### src/rtl/pc_fetch_unit.sv
// pc_fetch_unit: program-counter register and instruction-fetch sequencer.
//
// Holds the current PC, fetches one word at a time from instruction memory
// over a req/ready handshake and hands each fetched word, tagged with its PC,
// to decode over a valid/ack handshake. PC advances by INC_STEP through the
// pc_incrementer, or is redirected by a taken branch/jump.
//
// Ports:
//   clk, rst                 system clock, synchronous active-high reset
//   start                    level; leave IDLE and begin fetching
//   halt                     level; stop after the current instruction is acked
//   branch_taken             pulse; redirect PC to branch_target (word aligned)
//   branch_target[N-1:0]     redirect address, bits [1:0] ignored
//   imem_req                 registered fetch request
//   imem_addr[N-1:0]         fetch address, always equal to pc
//   imem_ready, imem_rdata   memory returns the word this cycle
//   instr, instr_pc          captured instruction and its PC
//   instr_valid, instr_ack   decode handshake
//   pc[N-1:0]                current PC register
//   running                  high while fetching or holding an instruction

module pc_incrementer #(
   parameter int N    = 32,
   parameter int STEP = 4
) (
   input  logic [N-1:0] a,
   output logic [N-1:0] y
);
   // Plain modulo-2^N add; carry out is deliberately dropped.
   assign y = a + N'(STEP);
endmodule

// state  | meaning
// IDLE   | out of reset, waiting for start
// FETCH  | imem_req high at imem_addr=pc, waiting for imem_ready
// HOLD   | instruction presented to decode, waiting for instr_ack
// HALTED | stopped after a halted ack; only rst leaves this state
module pc_fetch_unit #(
   parameter int           N        = 32,
   parameter logic [N-1:0] RESET_PC = '0,
   parameter int           INC_STEP = 4
) (
   input  logic         clk,
   input  logic         rst,
   input  logic         start,
   input  logic         halt,
   input  logic         branch_taken,
   input  logic [N-1:0] branch_target,
   output logic         imem_req,
   output logic [N-1:0] imem_addr,
   input  logic         imem_ready,
   input  logic [N-1:0] imem_rdata,
   output logic [N-1:0] instr,
   output logic [N-1:0] instr_pc,
   output logic         instr_valid,
   input  logic         instr_ack,
   output logic [N-1:0] pc,
   output logic         running
);

   typedef enum logic [1:0] {
      S_IDLE   = 2'd0,
      S_FETCH  = 2'd1,
      S_HOLD   = 2'd2,
      S_HALTED = 2'd3
   } state_t;

   state_t       state, state_n;
   logic [N-1:0] pc_n, pc_inc, instr_n, instr_pc_n, redirect_pc;
   logic         valid_n, req_n;

   pc_incrementer #(.N(N), .STEP(INC_STEP)) u_inc (
      .a (pc),
      .y (pc_inc)
   );

   assign redirect_pc = {branch_target[N-1:2], 2'b00};
   assign imem_addr   = pc;
   assign running     = (state == S_FETCH) || (state == S_HOLD);

   always_comb begin
      state_n    = state;
      pc_n       = pc;
      instr_n    = instr;
      instr_pc_n = instr_pc;
      valid_n    = instr_valid;
      req_n      = imem_req;
      unique case (state)
         S_IDLE: begin
            if (start) begin
               state_n = S_FETCH;
               req_n   = 1'b1;
            end
         end
         S_FETCH: begin
            // A branch in the same cycle as imem_ready discards the word.
            if (branch_taken) begin
               pc_n    = redirect_pc;
               valid_n = 1'b0;
               req_n   = 1'b1;
            end else if (imem_ready) begin
               instr_n    = imem_rdata;
               instr_pc_n = pc;
               valid_n    = 1'b1;
               pc_n       = pc_inc;
               req_n      = 1'b0;
               state_n    = S_HOLD;
            end
         end
         S_HOLD: begin
            // Branch beats ack; the held instruction is treated as consumed.
            if (branch_taken) begin
               pc_n    = redirect_pc;
               valid_n = 1'b0;
               req_n   = 1'b1;
               state_n = S_FETCH;
            end else if (instr_ack) begin
               valid_n = 1'b0;
               if (halt) begin
                  state_n = S_HALTED;
                  req_n   = 1'b0;
               end else begin
                  state_n = S_FETCH;
                  req_n   = 1'b1;
               end
            end
         end
         S_HALTED: begin
         end
         default: state_n = S_IDLE;
      endcase
   end

   always_ff @(posedge clk) begin
      if (rst) begin
         state       <= S_IDLE;
         pc          <= RESET_PC;
         instr       <= '0;
         instr_pc    <= '0;
         instr_valid <= 1'b0;
         imem_req    <= 1'b0;
      end else begin
         state       <= state_n;
         pc          <= pc_n;
         instr       <= instr_n;
         instr_pc    <= instr_pc_n;
         instr_valid <= valid_n;
         imem_req    <= req_n;
      end
   end

endmodule
### config.mk
export PLATFORM = sky130hd
export DESIGN_NAME = pc_fetch_unit
export DESIGN_NICKNAME = d
export VERILOG_FILES = /design/src/rtl/pc_fetch_unit.sv
export SDC_FILE = /design/constraint.sdc
export NUM_CORES = 1
export LEC_CHECK = 0
export ABC_AREA = 1
export CAP_MARGIN = 25
export CORE_MARGIN = 2
export CORE_UTILIZATION = 47
export DETAILED_ROUTE_END_ITERATION = 10
export PLACE_DENSITY = 0.86
export SLEW_MARGIN = 20
export SYNTH_ARGS = -nofsm -noshare
export SYNTH_HDL_FRONTEND = slang
export SYNTH_SLANG_ARGS = --single-unit
### constraint.sdc
create_clock -name clk -period 3.2 [get_ports clk]
set_input_delay 0.64 -clock clk [delete_from_list [all_inputs] [get_ports clk]]
set_output_delay 0.64 -clock clk [all_outputs]
set_load 0.03 [all_outputs]
# ---- After elaboration in Yosys (flattened, before gate mapping)
# Cells that the tools add are included.
dict set report classes {
  muxes 23
  bitwise 1
  add_sub_neg 1
  reduce_logical 9
  eq_ne 8
}
# cell count
set op_table {}
lappend op_table {{$mux W32} 3}
lappend op_table {{$pmux W32 S2} 1}
lappend op_table {{$add A32 B3 Y32 const B} 1}
lappend op_table {{$mux W2} 6}
lappend op_table {{$mux W1} 10}
lappend op_table {{$reduce_and A3 Y1} 3}
lappend op_table {{$ne A2 B2 Y1 const B} 4}
lappend op_table {{$ne A3 B3 Y1 const B} 2}
lappend op_table {{$pmux W2 S3} 1}
lappend op_table {{$reduce_and A5 Y1} 1}
lappend op_table {{$reduce_and A4 Y1} 1}
lappend op_table {{$pmux W1 S3} 1}
lappend op_table {{$reduce_bool A3 Y1} 1}
lappend op_table {{$eq A2 B1 Y1 const B} 1}
lappend op_table {{$eq A2 B2 Y1 const B} 1}
lappend op_table {{$logic_not A2 Y1} 1}
lappend op_table {{$pmux W1 S2} 1}
lappend op_table {{$reduce_bool A2 Y1} 1}
lappend op_table {{$logic_or A1 B1 Y1} 1}
lappend op_table {{$not A1 Y1} 1}
dict set report word_totals {
  ff_bits 100
  output_inout_bits 131
  elab_cells 48
}

# ---- Depth between registers and ports, before layout
dict set report depth {
  depth_word 4
  ltp_mapped 10
  mapped_depth_nobuf 10
}

# ---- Cells and area by module
# Synthesis repeated with hierarchy kept, for this count alone.
dict set report unflattened {
  cells_unflattened 789
  area_unflattened_um2 5178.7
}
# mod n_inst area_per_inst_um2 seq_area_each_um2 cells_each
set by_module_without_submodules {}
lappend by_module_without_submodules {pc_fetch_unit 1 4269.1 2001.9 612}
lappend by_module_without_submodules {pc_incrementer 1 909.6 0.0 177}

# ---- Worst setup path after synthesis
# Ideal clock, no wire load.
dict set report synth_timing {
  path_type {reg-to-reg}
  from {reg pc[3], in the netlist imem_addr[3]}
  to {reg pc[14], in the netlist imem_addr[14]}
  path_stages_with_launch 11
  setup_slack_ps 1488
  setup_ps 119
  period_less_slack_ps 1712
  required_ps 3081
  n_path_buf 0
  arrival_time_ps 1593
  cell_sequence {dfxtp_1 > ha_1 > nand2_1 > nor2_2 > nand2_2 > nor2_4 > nand3_1 > o21ai_0 > nand2_1 > nand2_1 > a21oi_1}
}
dict set report synth_via {
  elab_chain_len 4
}
# item line
set synth_lines {}
lappend synth_lines {{start: declaration} 57} ;# output logic [N-1:0] pc,
lappend synth_lines {{start signal: assignment} 144} ;# pc <= pc_n;
lappend synth_lines {{$add A32 B3 Y32} 30} ;# assign y = a + N'(STEP);
lappend synth_lines {{$mux W32} 101} ;# end else if (imem_ready) begin
lappend synth_lines {{$mux W32} 97} ;# if (branch_taken) begin
lappend synth_lines {{$pmux W32 S2} 88} ;# unique case (state)
# No other way between the ends. The select of a mux whose other input is x is not followed.
# A chain may end at the register's enable or synchronous reset.

# ---- Worst setup path after layout
dict set report layout_timing {
  from {reg state[0]}
  to {out running}
}
dict set report layout_via {
  elab_chain_len 2
}
# item line
set layout_lines {}
lappend layout_lines {{start: declaration} 68} ;# state_t state, state_n;
lappend layout_lines {{start signal: assignment} 143} ;# state <= state_n;
lappend layout_lines {{$eq A2 B1 Y1 / $eq A2 B2 Y1 (equally long branches)} 79} ;# assign running = (state == S_FETCH) || (state == S_HOLD);
lappend layout_lines {{$logic_or A1 B1 Y1 *} 79}
lappend layout_lines {{end: declaration} 58} ;# output logic running
# Every way passes the cells marked *; elsewhere a longest branch is shown, timed or not.

==> out/qor.csv <==
stage,metric,value,unit
run_status,status,"complete, no violations",
logic_synthesis,sequential area share after synthesis,38.4,%
sta,RSZ-0062 raised after global routing,no,
worst_setup_path,WP buf/inv,2,
sta,Final Slew Violations,0,
global_routing,initial antenna violation count,0,
hold_path,Hold EP,instr_pc[8],
logic_synthesis,cell area after synthesis,5000,µm²
clock_network,"CTS clk-pin slew, worst paths",0.10,ns
logic_synthesis,synthesized area per cell,6.70,µm²
pwr,Pint,3.11,mW
worst_setup_path,Critical Path Max Stage Delay,0.69,ns
pwr,Net Sw Frac,43.8,%
global_routing,vias in the first global route,4788,
worst_setup_path,critical-path cell list,inv_1 -> ha_1 -> clkdlybuf4s50_1,
worst_setup_path,startpoint class of the critical path,register,
clock_network,post-CTS resize count,0,
worst_setup_path,CP top delay family,buffers and inverters,
cells_and_area,area delta synth->final,40.1,%
worst_setup_path,Crit Path Category,reg2out,
cells_and_area,antenna cells,0,
placement,Detailed Place HPWL,10100,µm
cells_and_area,final std cells w/o fill,1033,
placement,RePlAce Congestion,0.919,
worst_setup_path,Crit Path Max Fanout,5,
hold_path,hold path depth,2,
sta,FMAX,0.395,GHz
clock_network,CTS tree,yes,
placement,Port Buffer Count,193,
clock_network,Max clock buf depth,2,
pwr,PwrDens,790,nW/µm²
worst_setup_path,CP endpoint kind,output port,
die,chip width,107,µm
hold_path,worst hold-check path type,reg2reg,
run,Max-Cap Viols,0,
clock_network,clock root buffer,clkbuf_8,
pwr,Max VDD drop,452,µV
drt,number of DRC markers in iteration 0,417,
drt,DR WL/cell,13.5,µm
sta,worst clock skew,0.00835,ns
logic_synthesis,Seq cells post-synth,96,
worst_setup_path,critical path required time,2.56,ns
pwr,Net Sw Power,2.43,mW
die,Std-Cell Rows,37,
sta,fin worst setup slack,0.671,ns
global_routing,largest net degree at the start of global routing,63,
drt,vias,5136,
pwr,clock share of power,18.7,%
placement,Placement Cell Area,6750,µm²
cells_and_area,layout cells sized above 1,4.68,%
pwr,sequential share of power,33.3,%
die,Core Footprint,10300,µm²
die,area of the die,11500,µm²
worst_setup_path,RR Startpoint,state[0],
sta,fin crit share,79.0,%
drt,Final ANT Viol Nets,0,
sta,final worst path period need,2.53,ns
worst_setup_path,Worst EP arrival,1.89,ns
sta,Hold Slack,0.446,ns
sta,setup violators final,0,
logic_synthesis,synth warn,0,
clock_network,postcts setup bufs,0,
worst_setup_path,Worst Reg-to-Reg Cells,9,
logic_synthesis,number of distinct library cells after synthesis,34,
worst_setup_path,reg-to-reg setup timing slack,1.24,ns
hold_path,HP Start,instr_pc[8],
drt,residual DRC count,0,
logic_synthesis,Post-Synthesis Cells,747,
clock_network,Clock Latency Late Sink,0.36,ns
cells_and_area,post-route cell area,7010,µm²
die,number of primary I/O pins,202,
pwr,Overall Power,5.53,mW
cells_and_area,final core occ,67.9,%
drt,DRT Pass-1 Iters,6,
cells_and_area,FILL cells,906,
clock_network,hold buffer count at CTS,0,
pwr,Pleak,2.47,nW
worst_setup_path,Reg2Reg Capture Point,imem_addr[8],
drt,drt via density,4.97,
sta,Hold Fails Final Rpt,0,
logic_synthesis,"top cells by area, synth","dfxtp_1 38%, nand2_1 11%, a21oi_1 9.3%",
drt,drt total wl,14000,µm
placement,dpl ws,0.667,ns
logic_synthesis,"area leader, netlist",dfxtp_1,
clock_network,H-tree level count,3,
sta,TNS Setup,0,ns
global_routing,total grt overflow,0,
die,Initial Utilization,48.5,%
clock_network,CTS Buf Count,9,
clock_network,CTS Sinks,96,
placement,Post-Place Cells,1018,
global_routing,GRT Total Usage,24.5,%
logic_synthesis,Synth top area share,38.4,%
cells_and_area,Layout Nets,969,
pwr,combinational share of power,48.0,%
die,Die Y,107,µm
worst_setup_path,Worst path slowest cell,clkdlybuf4s50_1,
global_routing,first-pass GRT wire length,22700,µm
cells in the mapped netlist (all sizes together):
library cell  count
a211oi            1
a21oi            93
a31oi             4
and3              1
buf              57
clkbuf           14
conb              1
dfxtp            96
ha                5
inv              96
nand2           154
nand3            34
nand3b            2
nand4             5
nor2             86
nor3              7
o211ai            1
o21ai            84
o31ai             1
or2               3
xnor2             1
xor2              1
area by class of cell:
cell class / count / area [µm²] / area share [%]
clock buffers: 9 / 124 / 1.77
well taps: 136 / 170 / 2.43
flip-flops and latches: 96 / 1920 / 27.4
multi-input cells: 489 / 2290 / 32.7
clock inverters: 6 / 138 / 1.96
repair buffers: 201 / 2000 / 28.6
inverters: 96 / 360 / 5.14
sequential cells by signal (all words and copies together), names as in the netlist:
signal,flops
instr,32
instr_valid,1
imem_addr,30
state,2
instr_pc,30
imem_req,1
worst register-to-register path: cells and delay by family, from the launching register on:
kind	cells	cell delay [ns]
AND/OR/NAND/NOR	3	0.54
flip-flops	1	0.39
buffers and inverters	3	0.47
AO/OA/AOI/OAI	2	0.23
adder cells (fa/ha/maj)	1	0.26
power by group through the flow:
| stage | Sequential [mW] | Combinational, mW | Clock (mW) |
|---|---|---|---|
| floorplan | 2.25 | 1.38 | 0 |
| global placement | 1.86 | 2.62 | 0 |
| detailed placement | 1.86 | 2.65 | 0 |
| CTS | 1.83 | 2.66 | 1.05 |
| global route | 1.88 | 2.87 | 1.10 |
| finish | 1.84 | 2.65 | 1.04 |
how the worst max path moves through the flow:
stage | start | slack, ns | endpoint | depth (start not counted)
2_1_floorplan | imem_addr[3] | 1.49 | imem_addr[14] | 10
3_3_place_gp | branch_taken | 0.73 | instr[13] | 6
3_5_place_dp | branch_taken | 0.67 | instr[13] | 6
4_1_cts | state[0] | 0.65 | running | 3
5_1_grt | state[0] | 0.56 | running | 3
6_report | state[0] | 0.67 | running | 3
kinds of logic (layout without fill, tap and decap cells):
family	after synthesis	after routing	synth area share (%)
flip-flops	96	96	38.4
other	1	6	0.0749
AND/OR/NAND/NOR	292	292	24.9
buffers and inverters	167	312	16.4
adder cells (fa/ha/maj)	5	5	1.25
XOR/XNOR	2	2	0.350
AO/OA/AOI/OAI	184	184	18.7
layer usage:
layer	vias up	routed length, µm	global-route usage, %	share of wire [%]
met2	217	6540	40.6	47
met1	2279	6090	32.6	44
met5	-	0	0	0
met3	15	1200	4.56	8.6
li1	2625	-	-	-
met4	0	134	6.40	0.96
cell usage in the layout, fill, tap and decap left out, types with 2 or more instances in the layout:
master	instances
clkdlybuf4s50_1	193
nand2_1	151
dfxtp_1	96
inv_1	93
a21oi_1	93
o21ai_0	80
nor2_1	78
nand3_1	33
clkbuf_8	9
nor2_2	7
buf_4	7
conb_1	6
nand4_1	5
ha_1	5
o21ai_1	4
a31oi_1	4
bufinv_16	4
nand2_2	3
nor3_1	3
nor3_4	2
inv_2	2
nor3_2	2
nand3b_1	2
or2_1	2
inv_6	2
Note: power is estimated with default switching activity, not from simulation.
